==> src/rtl/vote_entry_if.sv <==
// Keypad/button inputs and display/tally outputs of the voting terminal.
// The master side (keypad controller or bench) drives the inputs.
// The slave side (vote_entry) drives the display, status and tallies.
interface vote_entry_if;
    logic       key_valid;
    logic [3:0] key_code;
    logic       btn_confirma;
    logic       btn_corrige;
    logic       btn_branco;
    logic [3:0] dig1;
    logic [3:0] dig2;
    logic       busy;
    logic       vote_done;
    logic [7:0] cnt_a;
    logic [7:0] cnt_b;
    logic [7:0] cnt_c;
    logic [7:0] cnt_nulo;
    logic [7:0] cnt_branco;

    modport master (
        output key_valid, key_code, btn_confirma, btn_corrige, btn_branco,
        input  dig1, dig2, busy, vote_done,
        input  cnt_a, cnt_b, cnt_c, cnt_nulo, cnt_branco
    );

    modport slave (
        input  key_valid, key_code, btn_confirma, btn_corrige, btn_branco,
        output dig1, dig2, busy, vote_done,
        output cnt_a, cnt_b, cnt_c, cnt_nulo, cnt_branco
    );
endinterface

==> src/rtl/vote_entry.sv <==
// Two-digit vote entry terminal: collects a candidate number from the
// keypad, shows it on two 7-segment digits, and tallies the vote on confirm.
// A blank vote path bypasses the keypad. After each vote the terminal shows
// a blank display for HOLD_CYCLES cycles and ignores all inputs.
module vote_entry #(
    parameter logic [7:0] CAND_A      = 8'h13,
    parameter logic [7:0] CAND_B      = 8'h45,
    parameter logic [7:0] CAND_C      = 8'h72,
    parameter int         HOLD_CYCLES = 50
) (
    input  logic      clk,
    input  logic      rst,
    vote_entry_if.slave bus
);

    typedef enum logic [2:0] {
        IDLE   = 3'd0,
        DIG1   = 3'd1,
        DIG2   = 3'd2,
        BRANCO = 3'd3,
        DONE   = 3'd4
    } state_t;

    localparam logic [3:0] DISP_UNDER = 4'b1101;
    localparam logic [3:0] DISP_OFF   = 4'b1111;

    // Tally slot indices.
    localparam int IDX_A      = 0;
    localparam int IDX_B      = 1;
    localparam int IDX_C      = 2;
    localparam int IDX_NULO   = 3;
    localparam int IDX_BRANCO = 4;
    localparam int NUM_CNT    = 5;

    // Hold counter runs 0 .. HOLD_CYCLES-1 while in DONE.
    localparam int                HOLD_W    = (HOLD_CYCLES > 1) ? $clog2(HOLD_CYCLES) : 1;
    localparam logic [HOLD_W-1:0] HOLD_LAST = HOLD_W'(HOLD_CYCLES - 1);

    state_t              state_q, state_d;
    logic [3:0]          tens_q, tens_d;
    logic [3:0]          units_q, units_d;
    logic [HOLD_W-1:0]   hold_q, hold_d;
    logic [3:0]          dig1_q, dig1_d;
    logic [3:0]          dig2_q, dig2_d;
    logic                busy_q, busy_d;
    logic                vote_done_q, vote_done_d;
    logic [NUM_CNT-1:0]  inc_d;
    logic [7:0]          cnt_q [NUM_CNT];

    logic                key_ok;
    logic [7:0]          entered;

    assign key_ok  = bus.key_valid && (bus.key_code <= 4'd9);
    assign entered = {tens_q, units_q};

    // State and entry registers; reset abandons any vote in progress.
    always_ff @(posedge clk) begin
        if (rst) begin
            state_q <= IDLE;
            tens_q  <= 4'd0;
            units_q <= 4'd0;
            hold_q  <= '0;
        end else begin
            state_q <= state_d;
            tens_q  <= tens_d;
            units_q <= units_d;
            hold_q  <= hold_d;
        end
    end

    // Next-state logic. Within each state, corrige outranks confirma,
    // which outranks branco, which outranks a key; events a state does
    // not accept simply fall through to the next one.
    always_comb begin
        state_d     = state_q;
        tens_d      = tens_q;
        units_d     = units_q;
        hold_d      = hold_q;
        inc_d       = '0;
        vote_done_d = 1'b0;
        case (state_q)
            IDLE: begin
                if (bus.btn_branco) begin
                    state_d = BRANCO;
                end else if (key_ok) begin
                    tens_d  = bus.key_code;
                    state_d = DIG1;
                end
            end
            DIG1: begin
                if (bus.btn_corrige) begin
                    tens_d  = 4'd0;
                    units_d = 4'd0;
                    state_d = IDLE;
                end else if (key_ok) begin
                    units_d = bus.key_code;
                    state_d = DIG2;
                end
            end
            DIG2: begin
                if (bus.btn_corrige) begin
                    tens_d  = 4'd0;
                    units_d = 4'd0;
                    state_d = IDLE;
                end else if (bus.btn_confirma) begin
                    state_d     = DONE;
                    hold_d      = '0;
                    vote_done_d = 1'b1;
                    // Candidate A wins if parameters ever collide.
                    if (entered == CAND_A)      inc_d[IDX_A]    = 1'b1;
                    else if (entered == CAND_B) inc_d[IDX_B]    = 1'b1;
                    else if (entered == CAND_C) inc_d[IDX_C]    = 1'b1;
                    else                        inc_d[IDX_NULO] = 1'b1;
                end
            end
            BRANCO: begin
                if (bus.btn_corrige) begin
                    tens_d  = 4'd0;
                    units_d = 4'd0;
                    state_d = IDLE;
                end else if (bus.btn_confirma) begin
                    state_d           = DONE;
                    hold_d            = '0;
                    vote_done_d       = 1'b1;
                    inc_d[IDX_BRANCO] = 1'b1;
                end
            end
            DONE: begin
                if (hold_q == HOLD_LAST) begin
                    state_d = IDLE;
                    hold_d  = '0;
                    tens_d  = 4'd0;
                    units_d = 4'd0;
                end else begin
                    hold_d = hold_q + 1'b1;
                end
            end
            default: begin
                state_d = IDLE;
                tens_d  = 4'd0;
                units_d = 4'd0;
                hold_d  = '0;
            end
        endcase
    end

    // Display and status decode from the upcoming state, so the registered
    // outputs line up with the state they describe.
    always_comb begin
        dig1_d = DISP_UNDER;
        dig2_d = DISP_UNDER;
        busy_d = 1'b0;
        case (state_d)
            IDLE: begin
                dig1_d = DISP_UNDER;
                dig2_d = DISP_UNDER;
            end
            DIG1: begin
                dig1_d = tens_d;
                dig2_d = DISP_UNDER;
            end
            DIG2: begin
                dig1_d = tens_d;
                dig2_d = units_d;
            end
            BRANCO: begin
                dig1_d = DISP_OFF;
                dig2_d = DISP_OFF;
            end
            DONE: begin
                dig1_d = DISP_OFF;
                dig2_d = DISP_OFF;
                busy_d = 1'b1;
            end
            default: begin
                dig1_d = DISP_UNDER;
                dig2_d = DISP_UNDER;
            end
        endcase
    end

    // Registered display/status outputs.
    always_ff @(posedge clk) begin
        if (rst) begin
            dig1_q      <= DISP_UNDER;
            dig2_q      <= DISP_UNDER;
            busy_q      <= 1'b0;
            vote_done_q <= 1'b0;
        end else begin
            dig1_q      <= dig1_d;
            dig2_q      <= dig2_d;
            busy_q      <= busy_d;
            vote_done_q <= vote_done_d;
        end
    end

    // One saturating tally per outcome; a saturated tally still lets the
    // vote complete normally, it just stops counting.
    generate
        for (genvar gi = 0; gi < NUM_CNT; gi++) begin : g_cnt
            always_ff @(posedge clk) begin
                if (rst) begin
                    cnt_q[gi] <= 8'd0;
                end else if (inc_d[gi] && (cnt_q[gi] != 8'hFF)) begin
                    cnt_q[gi] <= cnt_q[gi] + 8'd1;
                end
            end
        end
    endgenerate

    assign bus.dig1       = dig1_q;
    assign bus.dig2       = dig2_q;
    assign bus.busy       = busy_q;
    assign bus.vote_done  = vote_done_q;
    assign bus.cnt_a      = cnt_q[IDX_A];
    assign bus.cnt_b      = cnt_q[IDX_B];
    assign bus.cnt_c      = cnt_q[IDX_C];
    assign bus.cnt_nulo   = cnt_q[IDX_NULO];
    assign bus.cnt_branco = cnt_q[IDX_BRANCO];

endmodule

==> src/flat_wrapper.sv <==
// flat-port wrapper written by rule: the top's interface ports become plain ports
module vote_entry_flat 
#(
    parameter logic [7:0] CAND_A      = 8'h13,
    parameter logic [7:0] CAND_B      = 8'h45,
    parameter logic [7:0] CAND_C      = 8'h72,
    parameter int         HOLD_CYCLES = 50
)
  (clk, rst, bus_key_valid, bus_key_code, bus_btn_confirma, bus_btn_corrige, bus_btn_branco, bus_dig1, bus_dig2, bus_busy, bus_vote_done, bus_cnt_a, bus_cnt_b, bus_cnt_c, bus_cnt_nulo, bus_cnt_branco);
  vote_entry_if bus_i ();
  input  logic clk;
  input  logic rst;
  input wire logic [$bits(bus_i.key_valid)-1:0] bus_key_valid;
  input wire logic [$bits(bus_i.key_code)-1:0] bus_key_code;
  input wire logic [$bits(bus_i.btn_confirma)-1:0] bus_btn_confirma;
  input wire logic [$bits(bus_i.btn_corrige)-1:0] bus_btn_corrige;
  input wire logic [$bits(bus_i.btn_branco)-1:0] bus_btn_branco;
  output wire logic [$bits(bus_i.dig1)-1:0] bus_dig1;
  output wire logic [$bits(bus_i.dig2)-1:0] bus_dig2;
  output wire logic [$bits(bus_i.busy)-1:0] bus_busy;
  output wire logic [$bits(bus_i.vote_done)-1:0] bus_vote_done;
  output wire logic [$bits(bus_i.cnt_a)-1:0] bus_cnt_a;
  output wire logic [$bits(bus_i.cnt_b)-1:0] bus_cnt_b;
  output wire logic [$bits(bus_i.cnt_c)-1:0] bus_cnt_c;
  output wire logic [$bits(bus_i.cnt_nulo)-1:0] bus_cnt_nulo;
  output wire logic [$bits(bus_i.cnt_branco)-1:0] bus_cnt_branco;
  assign bus_i.key_valid = bus_key_valid;
  assign bus_i.key_code = bus_key_code;
  assign bus_i.btn_confirma = bus_btn_confirma;
  assign bus_i.btn_corrige = bus_btn_corrige;
  assign bus_i.btn_branco = bus_btn_branco;
  assign bus_dig1 = bus_i.dig1;
  assign bus_dig2 = bus_i.dig2;
  assign bus_busy = bus_i.busy;
  assign bus_vote_done = bus_i.vote_done;
  assign bus_cnt_a = bus_i.cnt_a;
  assign bus_cnt_b = bus_i.cnt_b;
  assign bus_cnt_c = bus_i.cnt_c;
  assign bus_cnt_nulo = bus_i.cnt_nulo;
  assign bus_cnt_branco = bus_i.cnt_branco;
  vote_entry #(.CAND_A(CAND_A), .CAND_B(CAND_B), .CAND_C(CAND_C), .HOLD_CYCLES(HOLD_CYCLES)) u_core (.clk(clk), .rst(rst), .bus(bus_i));
endmodule
==> config.mk <==
export PLATFORM = sky130hd
export DESIGN_NAME = vote_entry_flat
export DESIGN_NICKNAME = d
export VERILOG_FILES = /design/src/rtl/vote_entry_if.sv /design/src/rtl/vote_entry.sv /design/src/flat_wrapper.sv
export SDC_FILE = /design/constraint.sdc
export NUM_CORES = 1
export LEC_CHECK = 0
export CAP_MARGIN = 20
export CORE_ASPECT_RATIO = 1.1
export CORE_UTILIZATION = 45
export CTS_CLUSTER_DIAMETER = 50
export DETAILED_ROUTE_END_ITERATION = 16
export PLACE_DENSITY_LB_ADDON = 0.25
export SYNTH_ARGS = -nofsm -noshare
export SYNTH_HDL_FRONTEND = slang
export SYNTH_SLANG_ARGS = --single-unit
==> constraint.sdc <==
create_clock -name clk -period 2.6 [get_ports clk]
set_input_delay 0.26 -clock clk [delete_from_list [all_inputs] [get_ports clk]]
set_output_delay 0.26 -clock clk [all_outputs]
set_load 0.05 [all_outputs]
==> results_tabular.tex, run 1 <==
\begin{tabular}{lr}
\hline
Metric & Value \\
\hline
\multicolumn{2}{l}{\textbf{Setup path}} \\
Sort of element at the end of the critical path & flop \\
Peak fanout along the critical path & 8 \\
Startpoint class of the critical path & flop \\
Required time reported for the critical path endpoint & 2.60 ns \\
Critical setup path kind & reg2reg \\
Arrival time at the worst endpoint & 2.23 ns \\
\multicolumn{2}{l}{\textbf{Synthesis}} \\
Fraction of registers with async set or reset after synthesis & 0\% \\
Number of nets in the synthesized netlist & 336 \\
Leading area contributor after synthesis & sky130\_fd\_sc\_hd\_\_edfxtp\_1 \\
Commonest register cell after synthesis & sky130\_fd\_sc\_hd\_\_edfxtp\_1 \\
Avg Inst Size Synth & 10.3 sq um \\
Number of flip-flops and latches in the synthesized netlist & 67 \\
Syn Inst Count & 319 \\
Ranking of synthesized cells by area & sky130\_fd\_sc\_hd\_\_edfxtp\_1, sky130\_fd\_sc\_hd\_\_dfxtp\_1, sky130\_fd\_sc\_hd\_\_nor2\_1 \\
Syn. warnings & 0 \\
Share of the synthesized area in the top cell type & 36.7\% \\
Count of different cell masters after synthesis & 57 \\
EDFF count, synth & 40 \\
Combined area of all synthesized cells & 0.00327 sq mm \\
Sequential fraction of the synthesis area & 53.3\% \\
\multicolumn{2}{l}{\textbf{Timing}} \\
Tightest slew margin relative to the limit & 62.3\% \\
Fmax & 447 MHz \\
Shortest period the worst path allows & 2.23 ns \\
Share of the clock period used by the worst path after layout & 86.0\% \\
Transition time of the tightest slew-check pin & 0.565 ns \\
Setup Viol. Count Final & 0 \\
Number of max-slew violations in the final report & 0 \\
Setup total negative slack & 0 ns \\
Clock Skew & 0.00810 ns \\
RSZ-0062 raised after global routing & false \\
Total count of hold-check failures in the final report & 0 \\
\multicolumn{2}{l}{\textbf{Clock tree}} \\
Resize count post-CTS & 0 \\
Clock root buffer master & sky130\_fd\_sc\_hd\_\_clkbuf\_8 \\
Clock buffer count from CTS & 9 \\
H-Tree Depth & 3 \\
Reg clk slew, reported paths & 0.08 ns \\
Number of buffers added for setup after CTS & 0 \\
Clock Sink Count & 67 \\
Number of buffers inserted for hold repair after clock tree synthesis & 0 \\
Clock tree buffer depth & 2 \\
Source-to-sink clock delay at the later pin of the worst-skew pair & 0.33 ns \\
CTS tree & yes \\
\multicolumn{2}{l}{\textbf{Power}} \\
Tot Pwr & 2.60 mW \\
Static leakage & 1.47 nW \\
PwrDens & 621 mW/mm\^{}2 \\
Worst vdd ir & 0.000443 V \\
\multicolumn{2}{l}{\textbf{Layout}} \\
Utilization after layout & 59.7\% \\
Commonest non-fill, non-tap cell in the layout & sky130\_fd\_sc\_hd\_\_clkdlybuf4s50\_1 \\
Filler Cells Inserted & 603 \\
Area added between synthesis and finish & 28.0\% \\
Share of layout cells above drive strength 1 & 7.65\% \\
Number of diodes added for antenna fixing & 0 \\
Net count of the finished layout & 404 \\
Commonest cells after routing, fill and taps aside & sky130\_fd\_sc\_hd\_\_clkdlybuf4s50\_1, sky130\_fd\_sc\_hd\_\_nor2\_1, sky130\_fd\_sc\_hd\_\_edfxtp\_1 \\
\multicolumn{2}{l}{\textbf{Global routing}} \\
Largest net degree at the start of global routing & 13 \\
Antenna violations before repair & 0 \\
Total GRT Usage & 18.8\% \\
Wire length of the first global-routing pass & 11,400 um \\
Via count of the first global-routing pass & 2,443 \\
Overflow left after global routing & 0 \\
\multicolumn{2}{l}{\textbf{Hold path}} \\
Hold Path Class & reg2reg \\
\multicolumn{2}{l}{\textbf{Die}} \\
Chip height & 91.4 um \\
Chip width & 83.3 um \\
Number of standard-cell rows in the floorplan & 32 \\
Floorplan die area & 0.00761 sq mm \\
Starting density of the core & 46.7\% \\
Total I/O pin count & 60 \\
Core ar. & 0.00701 sq mm \\
\multicolumn{2}{l}{\textbf{Flow run}} \\
Number of max-cap violations & 0 \\
\multicolumn{2}{l}{\textbf{Drt}} \\
1st-iter DRT viols & 129 \\
Avg WL per Cell & 14.0 um \\
Count of nets left with antenna violations after detail routing & 0 \\
Detailed-routing iteration count for the pre-antenna-repair pass & 4 \\
Vias/cell & 5.33 \\
Final WL & 6680 um \\
DRC violation count after routing & 0 \\
Overall via count from detail\_route & 2,544 \\
\multicolumn{2}{l}{\textbf{Status}} \\
Result of the run & complete, no violations \\
\multicolumn{2}{l}{\textbf{Place}} \\
Count of input and output buffers & 59 \\
Post-DP HPWL & 4990 um \\
Placer congestion estimate & 0.814 \\
\hline
\end{tabular}
## cell families (layout without fill, tap and decap cells)
kind of cell	Yosys count	after routing	share of synthesized area, %
adders and majority gates	7	7	2.68
AOI/OAI and AO/OA	40	40	8.91
xor gates and xnor gates	35	35	9.37
buffers and inverters	9	82	1.11
DFF	67	67	53.3
and+or+nand+nor	161	161	24.7
## stage by stage
step                      setup slack, ns  hold slack, ns  cell area (sq um)  std cells
after floorplan                     0.228           0.344               3270        319
after global placement              0.380           0.474               3970        461
after detailed placement            0.339           0.497               3970        461
after CTS                           0.343           0.507               4190        477
after global routing                0.259           0.534               4190        477
final                               0.365           0.508               4190        477
## cells in the mapped netlist (all sizes together) (4+ instances only)
cell / n
nand2b: 4
nor2: 57
xor2: 20
nand2: 33
o21ai: 8
xnor2: 15
edfxtp: 40
or2: 6
dfxtp: 27
clkbuf: 4
a21oi: 8
ha: 7
nand3: 22
nor4: 4
and2: 7
and3: 10
## final cells by class
cell class	instances	area, sq um	area share, %
multi-input combinational	243	1490	35.7
tap	85	106	2.54
inverter	4	15.0	0.359
clock buffer	9	124	2.96
clock inverter	7	92.6	2.21
timing repair buffer	62	613	14.6
sequential	67	1740	41.6
## state kept, by name, summed over array words and instances, names as in the netlist
| signal | flops |
|---|---|
| u_core.bus.dig1 | 4 |
| u_core.bus.vote_done | 1 |
| u_core.tens_q | 4 |
| u_core.bus.busy | 1 |
| u_core.cnt_q | 40 |
| u_core.bus.dig2 | 4 |
| u_core.units_q | 4 |
| u_core.hold_q | 6 |
| u_core.state_q | 3 |
## power by group
part           internal, mW  leakage [nW]  total (mW)  switching [mW]
clock network         0.536         0.103       0.925           0.389
logic                 0.156         0.736       0.441           0.285
registers              1.18         0.633        1.23          0.0547
## path summary, 6_finish.rpt
| path | start | to | slack, ns | cells after the start |
|---|---|---|---|---|
| max | u_core.cnt_q[3][0]$_SDFFCE_PN0P_ | u_core.cnt_q[3][5]$_SDFFCE_PN0P_ | 0.37 | 6 |
| min | u_core.hold_q[5]$_SDFFE_PP0P_ | u_core.hold_q[5]$_SDFFE_PP0P_ | 0.51 | 2 |
| max reg2reg | u_core.cnt_q[3][0]$_SDFFCE_PN0P_ | u_core.cnt_q[3][5]$_SDFFCE_PN0P_ | 0.37 | 6 |
| min reg2reg | u_core.hold_q[5]$_SDFFE_PP0P_ | u_core.hold_q[5]$_SDFFE_PP0P_ | 0.51 | 2 |
## per-layer routing
| layer | wire length [um] | track usage [%] | vias to the layer above |
|---|---|---|---|
| met5 | 0 | 0 | - |
| met4 | 77 | 7.18 | 0 |
| met3 | 268 | 4.09 | 6 |
| met2 | 3260 | 30.9 | 68 |
| met1 | 3070 | 24.2 | 1197 |
| li1 | - | - | 1273 |
## critical path: stages (launching register included)
cell and delay, ns:
sky130_fd_sc_hd__edfxtp_1 0.45, sky130_fd_sc_hd__ha_1 0.25, sky130_fd_sc_hd__and3_1 0.21, sky130_fd_sc_hd__and3_1 0.22, sky130_fd_sc_hd__a311oi_1 0.40, sky130_fd_sc_hd__nand2_1 0.10
sky130_fd_sc_hd__nand2_1 0.28
No activity file was read; power rests on OpenSTA's default activity.
==> run 2: changes to the inputs <==
--- a/config.mk
+++ b/config.mk
@@ -10,6 +10,7 @@
 export CORE_UTILIZATION = 45
 export CTS_CLUSTER_DIAMETER = 50
 export DETAILED_ROUTE_END_ITERATION = 16
+export GPL_TIMING_DRIVEN = 0
 export PLACE_DENSITY_LB_ADDON = 0.25
 export SYNTH_ARGS = -nofsm -noshare
 export SYNTH_HDL_FRONTEND = slang
==> run 2 against run 1 <==
  * Final cell count grew 0.63%
  * Maximum frequency is essentially flat
  * Via count shrank 0.90%
  * First-iteration DRC count shrank 26%
  * Non-clock buffer count grew 3
  * Worst hold slack lost 0.021 ns
  * Combinational power grew 2%
  * Critical path depth is the same
  * Sequential share of layout area grew 0.28 points
  * Worst setup slack gained 0.0012 ns
  * Design area shrank 0.66%
  * Largest power group unchanged
  * Highest routed layer unchanged
==> results_tabular.tex, run 2 (synthesis results as in run 1) <==
\begin{tabular}{lr}
\hline
Metric & Value \\
\hline
\multicolumn{2}{l}{\textbf{Timing}} \\
Share of the clock period used by the worst path after layout & 85.9\% (was 86.0\%) \\
Number of max-slew violations in the final report & 0 (unchanged) \\
Total count of hold-check failures in the final report & 0 (unchanged) \\
Shortest period the worst path allows & 2.23 ns (about the same) \\
Setup Viol. Count Final & 0 (unchanged) \\
Hold\_ws & 0.487 ns (was 0.508 ns) \\
RSZ-0062 raised after global routing & false (unchanged) \\
Fmax & 448 MHz (was 447 MHz) \\
Tightest slew margin relative to the limit & 61.9\% (was 62.3\%) \\
Clock Skew & 0.00797 ns (was 0.00810 ns) \\
Setup total negative slack & 0 ns (unchanged) \\
Transition time of the tightest slew-check pin & 0.571 ns (was 0.565 ns) \\
Final worst-path setup slack & 0.366 ns (was 0.365 ns) \\
\multicolumn{2}{l}{\textbf{Layout}} \\
Area added between synthesis and finish & 27.1\% (was 28.0\%) \\
Flip-flop count of the largest register, all copies and words added & 40 (unchanged) \\
Share of layout cells above drive strength 1 & 7.09\% (was 7.65\%) \\
Number of diodes added for antenna fixing & 0 (unchanged) \\
Commonest non-fill, non-tap cell in the layout & sky130\_fd\_sc\_hd\_\_clkdlybuf4s50\_1 (unchanged) \\
Most flop-heavy register & u\_core.cnt\_q (unchanged) \\
Filler Cells Inserted & 591 (was 603) \\
Net count of the finished layout & 407 (was 404) \\
Commonest cells after routing, fill and taps aside & sky130\_fd\_sc\_hd\_\_clkdlybuf4s50\_1, sky130\_fd\_sc\_hd\_\_nor2\_1, sky130\_fd\_sc\_hd\_\_edfxtp\_1 (unchanged) \\
Utilization after layout & 59.3\% (was 59.7\%) \\
Registers with the most flip-flops & u\_core.cnt\_q x40, u\_core.hold\_q x6 (unchanged) \\
\multicolumn{2}{l}{\textbf{Drt}} \\
DRC violation count after routing & 0 (unchanged) \\
Routed length on met1 & 3120 um (was 3070 um) \\
Met3 routed wirelength & 276 um (was 268 um) \\
Routed met2 length & 3060 um (was 3260 um) \\
Final WL & 6610 um (was 6680 um) \\
1st-iter DRT viols & 95 (was 129) \\
Vias/cell & 5.25 (was 5.33) \\
Overall via count from detail\_route & 2,521 (was 2,544) \\
Detailed-routing iteration count for the pre-antenna-repair pass & 4 (unchanged) \\
Count of nets left with antenna violations after detail routing & 0 (unchanged) \\
Top layer used by detailed routing & met4 (unchanged) \\
Avg WL per Cell & 13.8 um (was 14.0 um) \\
\multicolumn{2}{l}{\textbf{Die}} \\
Starting density of the core & 46.7\% (unchanged) \\
Number of standard-cell rows in the floorplan & 32 (unchanged) \\
Floorplan die area & 0.00761 sq mm (unchanged) \\
Chip height & 91.4 um (unchanged) \\
Total I/O pin count & 60 (unchanged) \\
Core ar. & 0.00701 sq mm (unchanged) \\
Chip width & 83.3 um (unchanged) \\
\multicolumn{2}{l}{\textbf{Power}} \\
Worst vdd ir & 0.000339 V (was 0.000443 V) \\
Tot Pwr & 2.50 mW (was 2.60 mW) \\
PwrDens & 601 mW/mm\^{}2 (was 621 mW/mm\^{}2) \\
Static leakage & 1.46 nW (was 1.47 nW) \\
\multicolumn{2}{l}{\textbf{Clock tree}} \\
H-Tree Depth & 3 (unchanged) \\
Clock Sink Count & 67 (unchanged) \\
Reg clk slew, reported paths & 0.07 ns (was 0.08 ns) \\
CTS tree & yes (unchanged) \\
Clock root buffer master & sky130\_fd\_sc\_hd\_\_clkbuf\_8 (unchanged) \\
Clock tree buffer depth & 2 (unchanged) \\
Resize count post-CTS & 0 (unchanged) \\
Source-to-sink clock delay at the later pin of the worst-skew pair & 0.34 ns (was 0.33 ns) \\
Number of buffers added for setup after CTS & 0 (unchanged) \\
Clock buffer count from CTS & 9 (unchanged) \\
Number of buffers inserted for hold repair after clock tree synthesis & 0 (unchanged) \\
\multicolumn{2}{l}{\textbf{Place}} \\
Count of input and output buffers & 59 (unchanged) \\
Pre-CTS worst setup slack & -0.0914 ns (was 0.339 ns) \\
Post-DP HPWL & 4820 um (was 4990 um) \\
Placer congestion estimate & 0.804 (was 0.814) \\
\multicolumn{2}{l}{\textbf{Setup path}} \\
Startpoint of the worst-slack reg-to-reg timing path & u\_core.cnt\_q[3][0]\$\_SDFFCE\_PN0P\_ (unchanged) \\
Combined buffer and inverter count along the critical path & 0 (unchanged) \\
Arrival time at the worst endpoint & 2.24 ns (was 2.23 ns) \\
Top cell family by delay on the critical path & simple AND/OR/NAND/NOR gates (unchanged) \\
CP max stage delay & 0.45 ns (about the same) \\
FF-to-FF setup slack & 0.37 ns (about the same) \\
Required time reported for the critical path endpoint & 2.61 ns (was 2.60 ns) \\
Startpoint class of the critical path & flop (unchanged) \\
Chain of cells forming the critical path & ha\_1 > and3\_1 > and3\_1 > a311oi\_1 > nand2\_1 > nand2\_1 (unchanged) \\
Peak fanout along the critical path & 8 (unchanged) \\
Endpoint of the lowest-slack register-to-register path & u\_core.cnt\_q[3][1]\$\_SDFFCE\_PN0P\_ (was u\_core.cnt\_q[3][5]\$\_SDFFCE\_PN0P\_) \\
Critical setup path kind & reg2reg (unchanged) \\
Number of cells traversed by the worst register-to-register path & 6 (unchanged) \\
Slowest cell on crit path & sky130\_fd\_sc\_hd\_\_edfxtp\_1 (unchanged) \\
Sort of element at the end of the critical path & flop (unchanged) \\
Worst setup startpoint & u\_core.cnt\_q[3][0]\$\_SDFFCE\_PN0P\_ (unchanged) \\
\multicolumn{2}{l}{\textbf{Global routing}} \\
Overflow left after global routing & 0 (unchanged) \\
Wire length of the first global-routing pass & 11,100 um (was 11,400 um) \\
Largest net degree at the start of global routing & 12 (was 13) \\
Antenna violations before repair & 0 (unchanged) \\
Via count of the first global-routing pass & 2,459 (was 2,443) \\
Total GRT Usage & 18.6\% (was 18.8\%) \\
\multicolumn{2}{l}{\textbf{Hold path}} \\
Worst hold endpoint & u\_core.hold\_q[5]\$\_SDFFE\_PP0P\_ (unchanged) \\
Hold Path Class & reg2reg (unchanged) \\
Depth of the worst hold-timing path & 2 (unchanged) \\
Worst min-delay path startpoint & u\_core.hold\_q[5]\$\_SDFFE\_PP0P\_ (unchanged) \\
\multicolumn{2}{l}{\textbf{Flow run}} \\
Number of max-cap violations & 0 (unchanged) \\
\multicolumn{2}{l}{\textbf{Status}} \\
Result of the run & complete, no violations (unchanged) \\
\hline
\end{tabular}
-- run 2: changes by cell type in the layout (fill, tap and decap cells not counted) --
cell,previous run,this run
sky130_fd_sc_hd__clkbuf_1,0,5
sky130_fd_sc_hd__buf_4,3,0
sky130_fd_sc_hd__buf_2,0,2
sky130_fd_sc_hd__bufinv_16,2,1
sky130_fd_sc_hd__clkbuf_2,0,1
sky130_fd_sc_hd__clkinv_4,1,0
-- run 2: cell type report --
type	count	area (sq um)	area share [%]
Buffer	5	21.3	0.512
Clock buffer	11	131	3.16
Clock inverter	5	53.8	1.29
Inverter	4	15.0	0.361
Multi-Input combinational cell	243	1490	35.9
Sequential cell	67	1740	41.9
Tap cell	85	106	2.56
Timing Repair Buffer	60	596	14.3
-- run 2: worst max path at each step --
stage	slack, ns	depth (start not counted)	endpoint
after floorplan	0.23	5	u_core.cnt_q[4][0]$_SDFFCE_PN0P_
after global placement	-0.01	4	u_core.cnt_q[4][0]$_SDFFCE_PN0P_
after detailed placement	-0.09	4	u_core.cnt_q[4][1]$_SDFFCE_PN0P_
after CTS	0.11	5	u_core.cnt_q[4][5]$_SDFFCE_PN0P_
after global routing	0.24	6	u_core.cnt_q[3][1]$_SDFFCE_PN0P_
final	0.37	6	u_core.cnt_q[3][1]$_SDFFCE_PN0P_
-- run 2: tightest hold or removal path, cell delays in order (launching register included) --
cell and delay (ns):
sky130_fd_sc_hd__dfxtp_1 0.33, sky130_fd_sc_hd__nand2_1 0.06, sky130_fd_sc_hd__a21oi_1 0.05
-- run 2: layer usage --
metal  global-route usage, %  vias up
li1                        -     1279
met3                    4.09       12
met2                    29.5       51
met4                    10.9        0
met1                    23.3     1179
met5                       0        -
-- run 2: power breakdown --
group          switching [mW]  total (mW)  internal [mW]  leakage [nW]
logic                   0.295       0.452          0.156         0.739
registers              0.0420        1.22           1.18         0.633
clock network           0.388       0.826          0.439        0.0870
total                   0.725        2.50           1.77          1.46
-- run 2: through the flow --
step	instances	cell area [sq um]
2_1_floorplan	319	3270
3_3_place_gp	463	3970
3_5_place_dp	463	3970
4_1_cts	479	4150
5_1_grt	480	4160
6_report	480	4160
==> run 3: changes to the inputs <==
--- a/config.mk
+++ b/config.mk
@@ -9,9 +9,11 @@
 export CORE_ASPECT_RATIO = 1.1
 export CORE_UTILIZATION = 45
 export CTS_CLUSTER_DIAMETER = 50
+export CTS_CLUSTER_SIZE = 16
 export DETAILED_ROUTE_END_ITERATION = 16
 export GPL_TIMING_DRIVEN = 0
 export PLACE_DENSITY_LB_ADDON = 0.25
+export SLEW_MARGIN = 25
 export SYNTH_ARGS = -nofsm -noshare
 export SYNTH_HDL_FRONTEND = slang
 export SYNTH_SLANG_ARGS = --single-unit
==> run 3 against run 2 <==
  * Clock power about the same
  * Global-route usage unchanged
  * Sequential share of layout area rose by 0.051 points
  * Register-to-register slack is essentially flat
  * Non-clock buffer count decreased by 1
  * Total power fell by 0.16%
  * Final cell count shrank 0.21%
  * Clock-buffer cell count did not move
  * Combinational power hardly changed
  * First-iteration DRC count decreased by 7.4%
  * Wire length hardly changed
  * Worst setup slack lost 0.0074 ns
  * Critical endpoint unchanged
  * Largest cell class unchanged
  * Largest power group unchanged
==> results_tabular.tex, run 3 (synthesis results as in run 1) <==
\begin{tabular}{lr}
\hline
Metric & Value \\
\hline
\multicolumn{2}{l}{\textbf{Die}} \\
Floorplan die area & 0.00761 sq mm (unchanged) \\
Number of standard-cell rows in the floorplan & 32 (unchanged) \\
Starting density of the core & 46.7\% (unchanged) \\
Total I/O pin count & 60 (unchanged) \\
Chip height & 91.4 um (unchanged) \\
Chip width & 83.3 um (unchanged) \\
Core ar. & 0.00701 sq mm (unchanged) \\
\multicolumn{2}{l}{\textbf{Clock tree}} \\
Clock Sink Count & 67 (unchanged) \\
Clock tree buffer depth & 2 (unchanged) \\
Source-to-sink clock delay at the later pin of the worst-skew pair & 0.34 ns (about the same) \\
Resize count post-CTS & 0 (unchanged) \\
Reg clk slew, reported paths & 0.07 ns (about the same) \\
H-Tree Depth & 3 (unchanged) \\
Number of buffers inserted for hold repair after clock tree synthesis & 0 (unchanged) \\
Clock root buffer master & sky130\_fd\_sc\_hd\_\_clkbuf\_8 (unchanged) \\
Number of buffers added for setup after CTS & 0 (unchanged) \\
Clock buffer count from CTS & 9 (unchanged) \\
CTS tree & yes (unchanged) \\
\multicolumn{2}{l}{\textbf{Flow run}} \\
Number of max-cap violations & 0 (unchanged) \\
\multicolumn{2}{l}{\textbf{Timing}} \\
Setup Viol. Count Final & 0 (unchanged) \\
Fmax & 446 MHz (was 448 MHz) \\
Setup total negative slack & 0 ns (unchanged) \\
Clock Skew & 0.00800 ns (was 0.00797 ns) \\
Transition time of the tightest slew-check pin & 0.739 ns (was 0.571 ns) \\
Tightest slew margin relative to the limit & 50.4\% (was 61.9\%) \\
Total count of hold-check failures in the final report & 0 (unchanged) \\
Number of max-slew violations in the final report & 0 (unchanged) \\
Shortest period the worst path allows & 2.24 ns (was 2.23 ns) \\
RSZ-0062 raised after global routing & false (unchanged) \\
Share of the clock period used by the worst path after layout & 86.2\% (was 85.9\%) \\
\multicolumn{2}{l}{\textbf{Setup path}} \\
Peak fanout along the critical path & 8 (unchanged) \\
Startpoint class of the critical path & flop (unchanged) \\
Chain of cells forming the critical path & ha\_1 > and3\_1 > and3\_1 > a311oi\_1 > nand2\_1 > nand2\_1 (unchanged) \\
Slowest cell on crit path & sky130\_fd\_sc\_hd\_\_edfxtp\_1 (unchanged) \\
Required time reported for the critical path endpoint & 2.61 ns (about the same) \\
Top cell family by delay on the critical path & simple AND/OR/NAND/NOR gates (unchanged) \\
Sort of element at the end of the critical path & flop (unchanged) \\
Critical setup path kind & reg2reg (unchanged) \\
Arrival time at the worst endpoint & 2.25 ns (was 2.24 ns) \\
CP max stage delay & 0.45 ns (about the same) \\
Combined buffer and inverter count along the critical path & 0 (unchanged) \\
\multicolumn{2}{l}{\textbf{Power}} \\
Tot Pwr & 2.49 mW (was 2.50 mW) \\
Worst vdd ir & 0.000338 V (was 0.000339 V) \\
PwrDens & 600 mW/mm\^{}2 (was 601 mW/mm\^{}2) \\
Static leakage & 1.46 nW (about the same) \\
\multicolumn{2}{l}{\textbf{Global routing}} \\
Via count of the first global-routing pass & 2,459 (unchanged) \\
Total GRT Usage & 18.6\% (unchanged) \\
Antenna violations before repair & 0 (unchanged) \\
Wire length of the first global-routing pass & 11,100 um (unchanged) \\
Largest net degree at the start of global routing & 12 (unchanged) \\
Overflow left after global routing & 0 (unchanged) \\
\multicolumn{2}{l}{\textbf{Place}} \\
Placed Instance Area & 0.00397 sq mm (unchanged) \\
Count of input and output buffers & 59 (unchanged) \\
Placer congestion estimate & 0.804 (unchanged) \\
Placed insts & 463 (unchanged) \\
Post-DP HPWL & 4820 um (unchanged) \\
\multicolumn{2}{l}{\textbf{Drt}} \\
Avg WL per Cell & 13.8 um (about the same) \\
Detailed-routing iteration count for the pre-antenna-repair pass & 4 (unchanged) \\
Final WL & 6600 um (was 6610 um) \\
DRC violation count after routing & 0 (unchanged) \\
1st-iter DRT viols & 88 (was 95) \\
Count of nets left with antenna violations after detail routing & 0 (unchanged) \\
Vias/cell & 5.28 (was 5.25) \\
Overall via count from detail\_route & 2,528 (was 2,521) \\
\multicolumn{2}{l}{\textbf{Layout}} \\
Area added between synthesis and finish & 27.0\% (was 27.1\%) \\
Commonest cells after routing, fill and taps aside & sky130\_fd\_sc\_hd\_\_clkdlybuf4s50\_1, sky130\_fd\_sc\_hd\_\_nor2\_1, sky130\_fd\_sc\_hd\_\_edfxtp\_1 (unchanged) \\
Filler Cells Inserted & 594 (was 591) \\
Area of all placed cells without fillers & 0.00415 sq mm (was 0.00416 sq mm) \\
Share of layout cells above drive strength 1 & 6.85\% (was 7.09\%) \\
Number of diodes added for antenna fixing & 0 (unchanged) \\
Commonest non-fill, non-tap cell in the layout & sky130\_fd\_sc\_hd\_\_clkdlybuf4s50\_1 (unchanged) \\
Registers with the most flip-flops & u\_core.cnt\_q x40, u\_core.hold\_q x6 (unchanged) \\
Most flop-heavy register & u\_core.cnt\_q (unchanged) \\
Flip-flop count of the largest register, all copies and words added & 40 (unchanged) \\
Final instance count without filler cells & 479 (was 480) \\
Net count of the finished layout & 406 (was 407) \\
\multicolumn{2}{l}{\textbf{Status}} \\
Result of the run & complete, no violations (unchanged) \\
\multicolumn{2}{l}{\textbf{Hold path}} \\
Hold Path Class & reg2reg (unchanged) \\
\hline
\end{tabular}
run 3: final timing paths:
path	start	endpoint	slack, ns	cells past startpoint
min reg2reg	u_core.hold_q[5]$_SDFFE_PP0P_	u_core.hold_q[5]$_SDFFE_PP0P_	0.49	2
min	u_core.hold_q[5]$_SDFFE_PP0P_	u_core.hold_q[5]$_SDFFE_PP0P_	0.49	2
max	u_core.cnt_q[3][0]$_SDFFCE_PN0P_	u_core.cnt_q[3][1]$_SDFFCE_PN0P_	0.36	6
max reg2reg	u_core.cnt_q[3][0]$_SDFFCE_PN0P_	u_core.cnt_q[3][1]$_SDFFCE_PN0P_	0.36	6
run 3: per-layer routing:
layer  share of wire (%)  wire length (um)  vias up  GRT usage (%)
met5                   0                 0        -              0
met4                 2.2               146        0           10.9
met3                 4.7               307       12           4.09
met2                  47              3100       60           29.5
met1                  46              3050     1179           23.3
li1                    -                 -     1277              -
run 3: worst min-delay path, stage by stage, from the launching register on:
cell and delay [ns]:
sky130_fd_sc_hd__dfxtp_1 0.33, sky130_fd_sc_hd__nand2_1 0.06, sky130_fd_sc_hd__a21oi_1 0.05
run 3: final cells by class:
type / instances / area, sq um / share of cell area, %
Buffer: 5 / 21.3 / 0.512
Inverter: 4 / 15.0 / 0.362
Tap cell: 85 / 106 / 2.56
Clock inverter: 5 / 53.8 / 1.30
Timing Repair Buffer: 59 / 591 / 14.2
Clock buffer: 11 / 131 / 3.16
Multi-Input combinational cell: 243 / 1490 / 35.9
Sequential cell: 67 / 1740 / 41.9
run 3: power breakdown:
part           total (mW)  internal [mW]  switching [mW]
clock network       0.823          0.439           0.384
logic               0.451          0.156           0.295
registers            1.22           1.18          0.0421
total                2.49           1.77           0.721
run 3: per-stage QoR:
step | setup slack, ns | util (%) | hold WS [ns]
2_1_floorplan | 0.228 | - | 0.344
3_3_place_gp | -0.0146 | 56.6 | 0.472
3_5_place_dp | -0.0914 | 56.6 | 0.486
4_1_cts | 0.114 | 59.3 | 0.494
5_1_grt | 0.238 | 59.3 | 0.533
6_report | 0.359 | 59.3 | 0.488
